$ cat src/rtl/wb_defs.sv
// Shared Wishbone slave definitions: bus widths, FSM encoding and wait-counter width.
package wb_defs;
    localparam int WB_AW      = 8;
    localparam int WB_DW      = 8;
    localparam int WAIT_CNT_W = 3;
    localparam int REG_IDX_W  = 4;

    typedef enum logic [1:0] {
        ST_IDLE = 2'd0,
        ST_WAIT = 2'd1,
        ST_RESP = 2'd2
    } wb_state_t;
endpackage

$ cat src/rtl/wb_slave_regfile.sv
// Control register array: single write port, indexed read mux, flat image for power-control logic.
module wb_slave_regfile
    import wb_defs::*;
#(
    parameter int               NUM_REGS = 4,
    parameter logic [WB_DW-1:0] RST_VAL  = 8'h00
) (
    input  logic                      clk,
    input  logic                      rst_n,
    input  logic                      i_wr_en,
    input  logic [REG_IDX_W-1:0]      i_wr_idx,
    input  logic [WB_DW-1:0]          i_wr_dat,
    input  logic [REG_IDX_W-1:0]      i_rd_idx,
    output logic [WB_DW-1:0]          o_rd_dat,
    output logic [WB_DW*NUM_REGS-1:0] o_regs,
    output logic                      o_wr_pulse,
    output logic [REG_IDX_W-1:0]      o_wr_idx
);

    logic [WB_DW-1:0]     r_regs [NUM_REGS];
    logic                 r_wr_pulse;
    logic [REG_IDX_W-1:0] r_wr_idx;

    always_ff @(posedge clk or negedge rst_n) begin
        if (!rst_n) begin
            for (int k = 0; k < NUM_REGS; k++) begin
                r_regs[k] <= RST_VAL;
            end
            r_wr_pulse <= 1'b0;
            r_wr_idx   <= '0;
        end else begin
            r_wr_pulse <= i_wr_en;
            if (i_wr_en) begin
                r_wr_idx <= i_wr_idx;
                for (int k = 0; k < NUM_REGS; k++) begin
                    if (i_wr_idx == REG_IDX_W'(k)) begin
                        r_regs[k] <= i_wr_dat;
                    end
                end
            end
        end
    end

    // Loop compare keeps an out-of-range index from selecting a nonexistent entry.
    always_comb begin
        o_rd_dat = '0;
        for (int k = 0; k < NUM_REGS; k++) begin
            if (i_rd_idx == REG_IDX_W'(k)) begin
                o_rd_dat = r_regs[k];
            end
        end
    end

    for (genvar g = 0; g < NUM_REGS; g++) begin : g_pack
        assign o_regs[WB_DW*g +: WB_DW] = r_regs[g];
    end

    assign o_wr_pulse = r_wr_pulse;
    assign o_wr_idx   = r_wr_idx;

endmodule

$ cat src/rtl/wb_slave_regs.sv
// Wishbone classic slave: NUM_REGS R/W registers plus a status byte, WAIT_STATES-delayed ack.
// Define WB_SLAVE_ERR_EN to terminate address misses with wb_err_o instead of wb_ack_o.
module wb_slave_regs
    import wb_defs::*;
#(
    parameter logic [WB_AW-1:0] BASE_ADDR   = 8'h40,
    parameter int               NUM_REGS    = 4,
    parameter int               WAIT_STATES = 0,
    parameter logic [WB_DW-1:0] RST_VAL     = 8'h00
) (
    input  logic                      clk,
    input  logic                      rst_n,
    input  logic                      wb_cyc_i,
    input  logic                      wb_stb_i,
    input  logic                      wb_we_i,
    input  logic                      wb_sel_i,
    input  logic [WB_AW-1:0]          wb_adr_i,
    input  logic [WB_DW-1:0]          wb_dat_i,
    output logic [WB_DW-1:0]          wb_dat_o,
    output logic                      wb_ack_o,
    output logic                      wb_err_o,
    input  logic [WB_DW-1:0]          status_i,
    output logic [WB_DW*NUM_REGS-1:0] regs_o,
    output logic                      wr_pulse_o,
    output logic [REG_IDX_W-1:0]      wr_idx_o,
    output wb_state_t                 dbg_state_o
);

`ifdef WB_SLAVE_ERR_EN
    localparam bit ERR_EN = 1'b1;
`else
    localparam bit ERR_EN = 1'b0;
`endif

    localparam logic [WAIT_CNT_W-1:0] WAIT_LAST =
        WAIT_CNT_W'((WAIT_STATES > 0) ? WAIT_STATES - 1 : 0);
    // One extra bit so the window end never wraps past 8'hFF.
    localparam logic [WB_AW:0] REG_END = {1'b0, BASE_ADDR} + (WB_AW + 1)'(NUM_REGS);

    wb_state_t             r_state;
    wb_state_t             w_next;
    logic [WAIT_CNT_W-1:0] r_wait_cnt;
    logic [WB_AW-1:0]      r_adr;
    logic [WB_DW-1:0]      r_dat;
    logic                  r_we;
    logic                  r_sel;
    logic [WB_DW-1:0]      r_rdat;

    logic                  w_req;
    logic [WB_AW-1:0]      w_adr;
    logic [WB_DW-1:0]      w_dat;
    logic                  w_we;
    logic                  w_sel;
    logic                  w_hit_reg;
    logic                  w_hit_stat;
    logic                  w_miss;
    logic                  w_enter_resp;
    logic                  w_wr_en;
    logic [REG_IDX_W-1:0]  w_reg_idx;
    logic [WB_DW-1:0]      w_reg_rdat;
    logic                  w_ack;
    logic                  w_err;

    assign w_req = wb_cyc_i & wb_stb_i;

    // In IDLE the live bus is the request being accepted; afterwards only the latched copy counts.
    assign w_adr = (r_state == ST_IDLE) ? wb_adr_i : r_adr;
    assign w_dat = (r_state == ST_IDLE) ? wb_dat_i : r_dat;
    assign w_we  = (r_state == ST_IDLE) ? wb_we_i  : r_we;
    assign w_sel = (r_state == ST_IDLE) ? wb_sel_i : r_sel;

    assign w_hit_reg    = (w_adr >= BASE_ADDR) && ({1'b0, w_adr} < REG_END);
    assign w_hit_stat   = ({1'b0, w_adr} == REG_END);
    assign w_miss       = !w_hit_reg && !w_hit_stat;
    assign w_reg_idx    = REG_IDX_W'(w_adr - BASE_ADDR);
    assign w_enter_resp = (w_next == ST_RESP);
    assign w_wr_en      = w_enter_resp && w_we && w_sel && w_hit_reg;

    always_ff @(posedge clk or negedge rst_n) begin
        if (!rst_n) begin
            r_state <= ST_IDLE;
        end else begin
            r_state <= w_next;
        end
    end

    always_comb begin
        w_next = r_state;
        case (r_state)
            ST_IDLE: begin
                if (w_req) begin
                    w_next = (WAIT_STATES > 0) ? ST_WAIT : ST_RESP;
                end
            end
            ST_WAIT: begin
                if (!wb_cyc_i) begin
                    w_next = ST_IDLE;
                end else if (r_wait_cnt == WAIT_LAST) begin
                    w_next = ST_RESP;
                end
            end
            ST_RESP: w_next = ST_IDLE;
            default: w_next = ST_IDLE;
        endcase
    end

    always_comb begin
        w_ack = 1'b0;
        w_err = 1'b0;
        if (r_state == ST_RESP) begin
            w_err = ERR_EN && w_miss;
            w_ack = !w_err;
        end
    end

    always_ff @(posedge clk or negedge rst_n) begin
        if (!rst_n) begin
            r_wait_cnt <= '0;
        end else if (r_state == ST_WAIT && w_next == ST_WAIT) begin
            r_wait_cnt <= r_wait_cnt + 1'b1;
        end else begin
            r_wait_cnt <= '0;
        end
    end

    always_ff @(posedge clk or negedge rst_n) begin
        if (!rst_n) begin
            r_adr  <= '0;
            r_dat  <= '0;
            r_we   <= 1'b0;
            r_sel  <= 1'b0;
            r_rdat <= '0;
        end else begin
            if (r_state == ST_IDLE && w_req) begin
                r_adr <= wb_adr_i;
                r_dat <= wb_dat_i;
                r_we  <= wb_we_i;
                r_sel <= wb_sel_i;
            end
            if (w_enter_resp) begin
                if (w_we)            r_rdat <= '0;
                else if (w_hit_reg)  r_rdat <= w_reg_rdat;
                else if (w_hit_stat) r_rdat <= status_i;
                else                 r_rdat <= '0;
            end
        end
    end

    wb_slave_regfile #(
        .NUM_REGS (NUM_REGS),
        .RST_VAL  (RST_VAL)
    ) u_regfile (
        .clk        (clk),
        .rst_n      (rst_n),
        .i_wr_en    (w_wr_en),
        .i_wr_idx   (w_reg_idx),
        .i_wr_dat   (w_dat),
        .i_rd_idx   (w_reg_idx),
        .o_rd_dat   (w_reg_rdat),
        .o_regs     (regs_o),
        .o_wr_pulse (wr_pulse_o),
        .o_wr_idx   (wr_idx_o)
    );

    assign wb_ack_o    = w_ack;
    assign wb_err_o    = w_err;
    assign wb_dat_o    = w_ack ? r_rdat : '0;
    assign dbg_state_o = r_state;

endmodule

$ cat config.mk
export PLATFORM = sky130hd
export DESIGN_NAME = wb_slave_regs
export DESIGN_NICKNAME = d
export VERILOG_FILES = /design/src/rtl/wb_defs.sv /design/src/rtl/wb_slave_regfile.sv /design/src/rtl/wb_slave_regs.sv
export SDC_FILE = /design/constraint.sdc
export NUM_CORES = 1
export LEC_CHECK = 0
export CAP_MARGIN = 5
export CORE_MARGIN = 2
export CORE_UTILIZATION = 51
export CTS_CLUSTER_DIAMETER = 100
export DETAILED_ROUTE_END_ITERATION = 10
export PLACE_DENSITY_LB_ADDON = 0.12
export SYNTH_ARGS = -nofsm -noshare
export SYNTH_HDL_FRONTEND = slang
export SYNTH_SLANG_ARGS = --single-unit
$ cat constraint.sdc
create_clock -name clk -period 2.21 [get_ports clk]
set_clock_uncertainty 0.15 [all_clocks]
set_input_delay 0.3315 -clock clk [delete_from_list [all_inputs] [get_ports clk]]
set_output_delay 0.3315 -clock clk [all_outputs]
set_load 0.05 [all_outputs]
==> reports/results.tsv, run 1 <==
metric	value	unit
Tmin final	2.13	ns
vias in the first global route	2630	
max-slew violation count	0	
worst hold slack	0.320	ns
clock buffer count from CTS	9	
DRC violations left	0	
Req. time, crit path	1.73	ns
mapped cell area	3540	um2
Max transition margin	0.589	
synthesized net count	338	
Yosys cell types	52	
Slew @ Worst Pin	0.612	ns
GRT Overall Usage	0.234	
slowest stage delay, CP	0.84	ns
Worst Hold Path EP	r_wait_cnt[0]	
hold path start	r_wait_cnt[0]	
FP Rows	30	
vias per inst	5.66	
status	finished, final reports clean	
Max Root-Sink Buffers	2	
drt initial violations	214	
FF+latch count, synth	68	
initial antenna violation count	0	
gr ovfl total	0	
via count	2848	
period utilization	0.965	
Leak Pwr	2.18	nW
Core Util, Final	0.750	
cell chain of the critical path	clkdlybuf4s50_1	
Worst Reg-to-Reg Cells	6	
synth top area cells	dfrtp_1, mux2_2, o21ai_2, mux2i_1, nand2_1	
antenna cell count	0	
Total Nets Final	450	
max cap viols	0	
Avg Cell Area, Syn	11.6	um2
DR pass1 iterations	4	
wire per inst	18.2	um
Final ANT Viol Nets	0	
DIE AREA	7620	um2
starting density of the core	0.523	
post-synth top area cell	dfrtp_1	
Bufs and invs on worst path	1	
Syn Inst Count	306	
Pwr Density	593	nW/um2
CP Launch Type	flop	
CTS root buf	clkbuf_8	
post-DP HPWL	6080	um
delay-heaviest family, CP	buffers and inverters	
RSZ-0062 raised after global routing	no	
Hold Path Stages	1	
R2R Path End	r_rdat[7]	
Yosys top cell area share	0.481	
core area	6760	um2
CTS H-tree depth	3	
final hold vios	0	
sequential element share of the synthesized area	0.481	
Die X	87.3	um
ys flop type	dfrtp_1	
peak supply drop	491	uV
worst-skew pair later-pin latency	0.35	ns
Synth warnings	0	
largest net degree at the start of global routing	69	
# clock sinks	68	
fmax	469	MHz
CTS clk-pin slew, worst paths	0.07	ns
Worst setup EP type	primary output	
CP Class	reg -> out	
GP Congestion	0.798	
ratio of cells with drive above 1 in the final layout	0.298	
crit-path max FO	9	
Port Buffers	77	
Post-synth ARST share	1.00	
Chip Height	87.3	um
Total Routed Length	9140	um
RR Startpoint	dbg_state_o[0]	
num ports	79	
Critical Path Slowest Stage Cell	clkdlybuf4s50_1	
worst hold path type	reg -> reg	
number of enable flip-flop cells after synthesis	0	
crit path DAT	1.65	ns
global-route wire length before repair	13500	um
Synth-to-Final Area Change	43.3	%
final setup violating endpoints	0	
TritonCTS clock tree	yes	
reg2reg setup slack	0.09	ns
-- cell type report --
| type | instances | area, um2 |
|---|---|---|
| Fill cell | 458 | 1690 |
| Timing Repair Buffer | 113 | 1210 |
| Multi-Input combinational cell | 219 | 1810 |
| Sequential cell | 68 | 1700 |
| Clock inverter | 6 | 88.8 |
| Clock buffer | 10 | 128 |
| Tap cell | 80 | 100 |
| Inverter | 7 | 26.3 |
-- kinds of logic (layout without fill, tap and decap cells) --
kind of cell | Yosys count | after routing | synth area share
and+or+nand+nor | 84 | 84 | 0.136
other | 1 | 1 | 0.00106
DFF | 68 | 68 | 0.481
adders and majority gates | 2 | 2 | 0.00708
buffers and inverters | 22 | 136 | 0.0428
AOI/OAI and AO/OA | 92 | 95 | 0.214
xor gates and xnor gates | 1 | 1 | 0.00248
muxes | 36 | 36 | 0.115
-- how the worst max path moves through the flow --
stage	from	endpoint	slack, ns	cells past startpoint
global placement	wb_adr_i[3]	u_regfile.o_regs[15]	-0.1	7
detailed placement	wb_adr_i[3]	u_regfile.o_regs[13]	-0.23	7
CTS	dbg_state_o[1]	wb_dat_o[1]	0.01	4
floorplan	dbg_state_o[1]	u_regfile.o_regs[5]	0.02	7
global route	dbg_state_o[1]	r_rdat[7]	0.003	6
finish	dbg_state_o[1]	dbg_state_o[1]	0.08	1
-- synth_stat cells, drive strengths merged, types with 3 or more instances --
cell      n
dfrtp    68
nor2      5
mux2i    18
mux2     18
a221oi    5
nor2b    10
and3      3
and2     11
a2bb2oi   3
buf      14
nor3      3
o21a      6
o211ai    3
o31ai     3
a21o      7
a31oi     4
o2111ai   4
inv       7
o21ai    38
a21oi    16
nand2    35
nand2b    4
-- power by group --
group / leakage [nW] / internal [mW] / switching [mW]
sequential: 0.906 / 1.31 / 0.0599
clock: 0.102 / 0.636 / 0.504
combinational: 1.17 / 0.242 / 0.254
total: 2.18 / 2.19 / 0.818
-- flip-flops by register name, indices dropped and copies added, names as in the netlist --
register	cells
dbg_state_o	2
r_adr	8
r_dat	8
r_rdat	8
r_sel	1
r_wait_cnt	3
r_we	1
u_regfile.o_regs	32
u_regfile.o_wr_idx	4
u_regfile.o_wr_pulse	1
-- layout by cell type, fill, tap and decap left out, types with 3 or more instances in the layout --
master           instances
a31oi_1                  4
mux2i_1                 16
nand2b_1                 3
o2111ai_4                7
o211ai_1                 3
nand2_1                 35
mux2_2                  17
o21ai_0                  5
buf_4                   28
o21ai_2                 19
buf_12                  16
clkbuf_8                 9
inv_1                    7
nor2b_1                  9
a21oi_1                 16
a2bb2oi_1                3
a21o_1                   7
nor2_1                   3
and2_1                  11
o21a_1                   5
and3_1                   3
nor3_1                   3
o21ai_1                 14
clkdlybuf4s50_1         66
dfrtp_1                 66
-- metal layers --
metal	vias up	GRT usage	wire length, um
met5	-	0	0
met4	0	0.103	254
met3	23	0.0379	491
met2	113	0.339	4220
met1	1369	0.345	4180
li1	1343	-	-
-- through the flow --
| step | instance area, um2 | power (mW) | cells | setup WS (ns) | TNS [ns] |
|---|---|---|---|---|---|
| 6_report | 5070 | 3.01 | 503 | 0.0778 | 0 |
| 3_5_place_dp | 4680 | 1.85 | 478 | -0.232 | -7.03 |
| 2_1_floorplan | 3540 | 1.64 | 306 | 0.0182 | 0 |
| 3_3_place_gp | 4680 | 1.84 | 478 | -0.0970 | -2.10 |
| 4_1_cts | 4910 | 2.97 | 495 | 0.0105 | 0 |
| 5_1_grt | 5070 | 3.12 | 503 | 0.00304 | 0 |
-- timing repair --
item	CTS	global route
setup endpoints to repair	9	39
hold buffers	1	0
buffers inserted	0	5
resized for setup	2	11
pin swaps	0	3
gates cloned	0	3
endpoints found under the hold margin	68	0
(Power assumes the default switching activity.)
==> inputs of run 2 (changes only) <==
--- a/config.mk
+++ b/config.mk
@@ -7,9 +7,10 @@
 export LEC_CHECK = 0
 export CAP_MARGIN = 5
 export CORE_MARGIN = 2
-export CORE_UTILIZATION = 51
+export CORE_UTILIZATION = 55
 export CTS_CLUSTER_DIAMETER = 100
 export DETAILED_ROUTE_END_ITERATION = 10
+export DONT_BUFFER_PORTS = 1
 export PLACE_DENSITY_LB_ADDON = 0.12
 export SYNTH_ARGS = -nofsm -noshare
 export SYNTH_HDL_FRONTEND = slang
==> run 2 against run 1 <==
Worst hold slack got worse by 0.30 ns. Critical path depth increased by 5. Power decreased by 6.6%. Global-route usage increased by 0.59 points. Clock power decreased by 9%. Final area decreased by 13%. Utilization decreased by 5.1 points. Critical endpoint is now u_regfile.o_regs[2].
==> reports/results.tsv, run 2 (synthesized netlist as in run 1, its figures left out) <==
metric	value	unit	change
status	finished, final reports clean		
DR pass1 iterations	4		unchanged
RR Startpoint	dbg_state_o[0]		
commonest non-fill, non-tap cell in the layout	dfrtp_1		
Fillers	456		-0.44%
CP Launch Type	flop		
Internal	2.02	mW	-7.6%
crit-path max FO	16		+7
peak supply drop	487	uV	-0.80%
max cap viols	0		unchanged
Gate power share	0.136		-0.029
FP Rows	29		-3.3%
max-slew violation count	0		unchanged
Worst setup EP type	flop		
Total Routed Length	8050	um	-12%
final setup violating endpoints	0		unchanged
Pwr Density	640	nW/um2	+7.9%
period utilization	0.955		-0.00942
antenna cell count	0		unchanged
GP Congestion	0.829		+3.9%
fmax	474	MHz	+0.99%
crit path DAT	2.18	ns	+0.53 ns
CTS root buf	clkbuf_8		
commonest cells after routing, fill and taps aside	dfrtp_1, nand2_1, buf_4, o21ai_2, dlygate4sd3_1		
Max Root-Sink Buffers	2		unchanged
ratio of cells with drive above 1 in the final layout	0.306		+0.00791
Final ANT Viol Nets	0		unchanged
Net Sw Power	0.787	mW	-3.8%
R2R Path End	u_regfile.o_regs[2]		
post-DP HPWL	5710	um	-6.0%
initial antenna violation count	0		unchanged
Finished Cell Area	4390	um2	-13%
Chip Height	84.2	um	-3.5%
core area	6280	um2	-7.1%
max reg flops	32		unchanged
Die X	84.2	um	-3.5%
reg2reg setup slack	0.1	ns	about the same
vias per inst	5.71		+0.87%
# clock sinks	68		unchanged
Total Nets Final	390		-13%
starting density of the core	0.563		+0.0400
CTS clk-pin slew, worst paths	0.08	ns	about the same
clock buffer count from CTS	9		unchanged
part of the power in registers	0.495		+0.039
Synth-to-Final Area Change	24.1	%	
DRC violations left	0		unchanged
CTS H-tree depth	3		unchanged
hold path start	status_i[6]		
Worst Reg-to-Reg Cells	6		unchanged
Slew @ Worst Pin	0.570	ns	-0.0420 ns
global-route wire length before repair	13100	um	-3.3%
vias in the first global route	2482		-5.6%
num ports	79		unchanged
CP Class	reg -> reg		
gr ovfl total	0		unchanged
Hold Path Stages	2		+1
via count	2513		-12%
final hold vios	0		unchanged
largest net degree at the start of global routing	69		unchanged
worst-skew pair later-pin latency	0.34	ns	about the same
DIE AREA	7090	um2	-6.9%
GRT Overall Usage	0.240		+0.00592
RSZ-0062 raised after global routing	yes		
worst hold path type	in -> reg		
wire per inst	18.3	um	+0.64%
Placed Area	3910	um2	-17%
Tmin final	2.11	ns	-0.0208 ns
Clock power frac	0.369		-0.010
Req. time, crit path	2.28	ns	+0.55 ns
Worst Hold Path EP	r_rdat[6]		
Port Buffers	0		-100%
total power	2.81	mW	-6.6%
Max transition margin	0.620		+0.0308
TritonCTS clock tree	yes		
Leak Pwr	1.95	nW	-10%
drt initial violations	130		-39%
switching share of power	0.280		+0.00814
## run 2: cell types whose count changed in the layout (fill, tap and decap cells not counted), sizes merged, moves of 2 or more
| cell | before | now |
|---|---|---|
| inv | 7 | 9 |
| dlygate4sd3 | 1 | 19 |
| clkdlybuf4s50 | 66 | 0 |
| o2111ai | 7 | 4 |
| buf | 45 | 37 |
## run 2: metal layers
| layer | up-vias | routed length [um] | GRT usage |
|---|---|---|---|
| met5 | - | 0 | 0 |
| met4 | 0 | 119 | 0.0762 |
| met3 | 11 | 569 | 0.0787 |
| met2 | 84 | 3710 | 0.361 |
| met1 | 1204 | 3650 | 0.331 |
| li1 | 1214 | - | - |
## run 2: what timing repair did
item                                    in CTS  in global routing
gates resized for setup                      0                  4
pin swaps                                    1                  3
gates cloned                                 0                  0
hold endpoints to repair                    86                  0
buffers inserted                             0                  3
endpoints found under the setup margin       1                 25
hold buffers                                20                  0
## run 2: power by group through the flow
stage | clock, mW | combinational (mW) | sequential, mW
floorplan | 0 | 0.236 | 1.40
global route | 1.10 | 0.415 | 1.40
global placement | 0 | 0.316 | 1.41
finish | 1.04 | 0.383 | 1.39
detailed placement | 0 | 0.325 | 1.41
CTS | 1.06 | 0.383 | 1.39
## run 2: worst max-delay path by stage
stage / from / endpoint / depth (start not counted)
6_report: dbg_state_o[0] / u_regfile.o_regs[2] / 6
4_1_cts: dbg_state_o[1] / u_regfile.o_regs[15] / 7
2_1_floorplan: dbg_state_o[1] / u_regfile.o_regs[5] / 7
5_1_grt: dbg_state_o[1] / u_regfile.o_regs[28] / 8
3_3_place_gp: dbg_state_o[1] / u_regfile.o_regs[8] / 7
3_5_place_dp: dbg_state_o[1] / u_regfile.o_regs[10] / 7
## run 2: area by class of cell
class	count	area, um2	area share
tap	77	96.3	0.0219
inverter	7	26.3	0.00599
clock inverter	7	75.1	0.0171
sequential	68	1700	0.388
clock buffer	9	124	0.0282
multi-input combinational	216	1700	0.387
timing repair buffer	56	667	0.152
## run 2: critical path, cell delays in order, from the launching register on
cell	delay, ns
dfrtp_2	0.50
or4_1	0.58
o31ai_4	0.18
o2111ai_4	0.24
buf_12	0.21
nand2_1	0.06
o21ai_1	0.07
## run 2: per-stage QoR
step	setup WS (ns)	util	setup TNS (ns)	hold slack, ns	cells
2_1_floorplan	0.0182	-	0	-0.114	306
3_3_place_gp	0.0859	0.622	0	-0.112	401
5_1_grt	-0.00837	0.699	-0.00837	0.00894	440
3_5_place_dp	0.0243	0.622	0	-0.113	401
4_1_cts	0.0130	0.689	0	0.00486	437
6_report	0.0986	0.699	0	0.0221	440
==> inputs of run 3 (changes only) <==
--- a/config.mk
+++ b/config.mk
@@ -9,9 +9,10 @@
 export CORE_MARGIN = 2
 export CORE_UTILIZATION = 55
 export CTS_CLUSTER_DIAMETER = 100
+export CTS_CLUSTER_SIZE = 16
 export DETAILED_ROUTE_END_ITERATION = 10
 export DONT_BUFFER_PORTS = 1
-export PLACE_DENSITY_LB_ADDON = 0.12
+export PLACE_DENSITY = 0.7
 export SYNTH_ARGS = -nofsm -noshare
 export SYNTH_HDL_FRONTEND = slang
 export SYNTH_SLANG_ARGS = --single-unit
==> run 3 against run 2 <==
Non-clock buffer count decreased by 3. Register-to-register slack got worse by 0.03 ns. Final cell count decreased by 0.68%. Via count rose by 0.20%. Critical path type unchanged. Flip-flop and latch count did not move. Critical endpoint is now u_regfile.o_regs[10]. Global-route usage shrank 0.074 points. Sequential share of layout area fell by 0.18 points. Worst hold slack worse by 0.0045 ns. Highest routed layer unchanged. Fmax down 1.4%. Die area did not move.
==> reports/results.tsv, run 3 (synthesized netlist as in run 1, its figures left out) <==
metric	value	unit	change
status	finished, final reports clean		
starting density of the core	0.563		unchanged
Max transition margin	0.628		+0.00767
Tmin final	2.14	ns	+0.0298 ns
max cap viols	0		unchanged
Synth-to-Final Area Change	24.7	%	
metal2 WL	3640	um	-2.0%
fmax	467	MHz	-1.4%
Fin Setup TNS	0	ns	unchanged
commonest non-fill, non-tap cell in the layout	dfrtp_1		
num ports	79		unchanged
final setup violating endpoints	0		unchanged
worst hold slack	0.0177	ns	-0.00447 ns
Pwr Density	682	nW/um2	+6.5%
final hold vios	0		unchanged
GP Congestion	0.866		+4.5%
Slew @ Worst Pin	0.555	ns	-0.0152 ns
ratio of cells with drive above 1 in the final layout	0.300		-0.00579
wire per inst	18.4	um	+0.75%
antenna cell count	0		unchanged
DR pass1 iterations	4		unchanged
global-route wire length before repair	13100	um	+0.26%
Final ANT Viol Nets	0		unchanged
Leak Pwr	1.96	nW	+0.77%
placed insts	399		-0.50%
crit path DAT	2.21	ns	+0.03 ns
TritonCTS clock tree	yes		
Fillers	465		+2.0%
fin cells	437		-0.68%
core area	6280	um2	unchanged
drt initial violations	187		+44%
vias in the first global route	2565		+3.3%
Max Root-Sink Buffers	2		unchanged
initial antenna violation count	0		unchanged
Internal	2.25	mW	+11%
DRC violations left	0		unchanged
switching share of power	0.253		-0.0271
peak supply drop	471	uV	-3.4%
Clock power frac	0.412		+0.043
top sig layer	met4		
Chip Height	84.2	um	unchanged
part of the power in registers	0.462		-0.033
CTS root buf	clkbuf_8		
Finished Cell Area	4410	um2	+0.46%
Port Buffers	0		unchanged
max-slew violation count	0		unchanged
DIE AREA	7090	um2	unchanged
period utilization	0.969		+0.0135
FP Rows	29		unchanged
# clock sinks	68		unchanged
Net Sw Power	0.761	mW	-3.4%
clock buffer count from CTS	9		unchanged
CP Class	reg -> reg		
Total Nets Final	387		-0.77%
Die X	84.2	um	unchanged
Total Routed Length	8050	um	about the same
Req. time, crit path	2.28	ns	about the same
crit-path max FO	16		unchanged
worst-skew pair later-pin latency	0.35	ns	about the same
Metal-1 WL	3740	um	+2.7%
via count	2518		+0.20%
worst hold path type	in -> reg		
max reg flops	32		unchanged
CTS clk-pin slew, worst paths	0.07	ns	about the same
Placed Area	3890	um2	-0.38%
CP Launch Type	flop		
commonest cells after routing, fill and taps aside	dfrtp_1, nand2_1, o21ai_2, dlygate4sd3_1		
WL met3	521	um	-8.4%
GRT Overall Usage	0.239		-0.000739
Worst setup EP type	flop		
reg2reg setup slack	0.07	ns	-0.03 ns
vias per inst	5.76		+0.89%
gr ovfl total	0		unchanged
post-DP HPWL	5670	um	-0.73%
largest net degree at the start of global routing	69		unchanged
CTS H-tree depth	3		unchanged
Gate power share	0.125		-0.011
[run 3: cell count changes in the layout (fill, tap and decap cells not counted), sizes merged]
cell      previous run  this run
buf                 37        34
bufinv               1         3
clkbuf               9        10
clkinvlp             3         1
inv                  9         8
[run 3: worst paths after layout]
kind                            cells after the start               endpoint           from
worst min register to register                      1          r_wait_cnt[0]  r_wait_cnt[0]
worst min-delay path                                2              r_rdat[6]    status_i[6]
max in group asynchronous                           2               r_dat[7]          rst_n
min in group asynchronous                           2  u_regfile.o_wr_idx[3]          rst_n
worst max-delay path                                7   u_regfile.o_regs[10]       r_adr[3]
worst max register to register                      7   u_regfile.o_regs[10]       r_adr[3]
[run 3: power groups by stage]
stage | clock, mW | sequential (mW) | combinational [mW]
finish | 1.24 | 1.39 | 0.377
floorplan | 0 | 1.40 | 0.236
global placement | 0 | 1.41 | 0.310
detailed placement | 0 | 1.41 | 0.317
CTS | 1.25 | 1.39 | 0.375
global route | 1.31 | 1.40 | 0.409
[run 3: through the flow]
stage / power, mW / util / setup slack [ns]
2_1_floorplan: 1.64 / - / 0.0182
3_3_place_gp: 1.72 / 0.620 / 0.0920
3_5_place_dp: 1.73 / 0.620 / -0.000888
4_1_cts: 3.02 / 0.693 / 0.00817
5_1_grt: 3.11 / 0.702 / -0.0176
6_report: 3.01 / 0.702 / 0.0688
[run 3: per-layer routing]
metal / GRT usage / vias up
met5: 0 / -
met4: 0.104 / 0
met3: 0.0590 / 14
met2: 0.354 / 87
met1: 0.336 / 1207
li1: - / 1210
[run 3: worst max-delay path, stage by stage (launching register included)]
cell	delay (ns)
dfrtp_1	0.41
nor4_1	0.53
and3_1	0.23
buf_4	0.19
o2111ai_4	0.16
buf_12	0.20
nand2_1	0.08
o21ai_2	0.06
[run 3: cell type report]
class | instances | area (um2) | share of cell area
Inverter | 7 | 26.3 | 0.00596
Clock buffer | 10 | 128 | 0.0289
Clock inverter | 6 | 111 | 0.0253
Multi-Input combinational cell | 216 | 1700 | 0.385
Tap cell | 77 | 96.3 | 0.0219
Sequential cell | 68 | 1700 | 0.386
Timing Repair Buffer | 53 | 644 | 0.146
[run 3: timing repair]
action,in CTS,in global routing
gates cloned,0,0
hold endpoints to repair,86,0
hold buffers,20,0
endpoints found under the setup margin,1,35
gates resized for setup,0,5
pin swaps,1,3
setup buffers,0,2
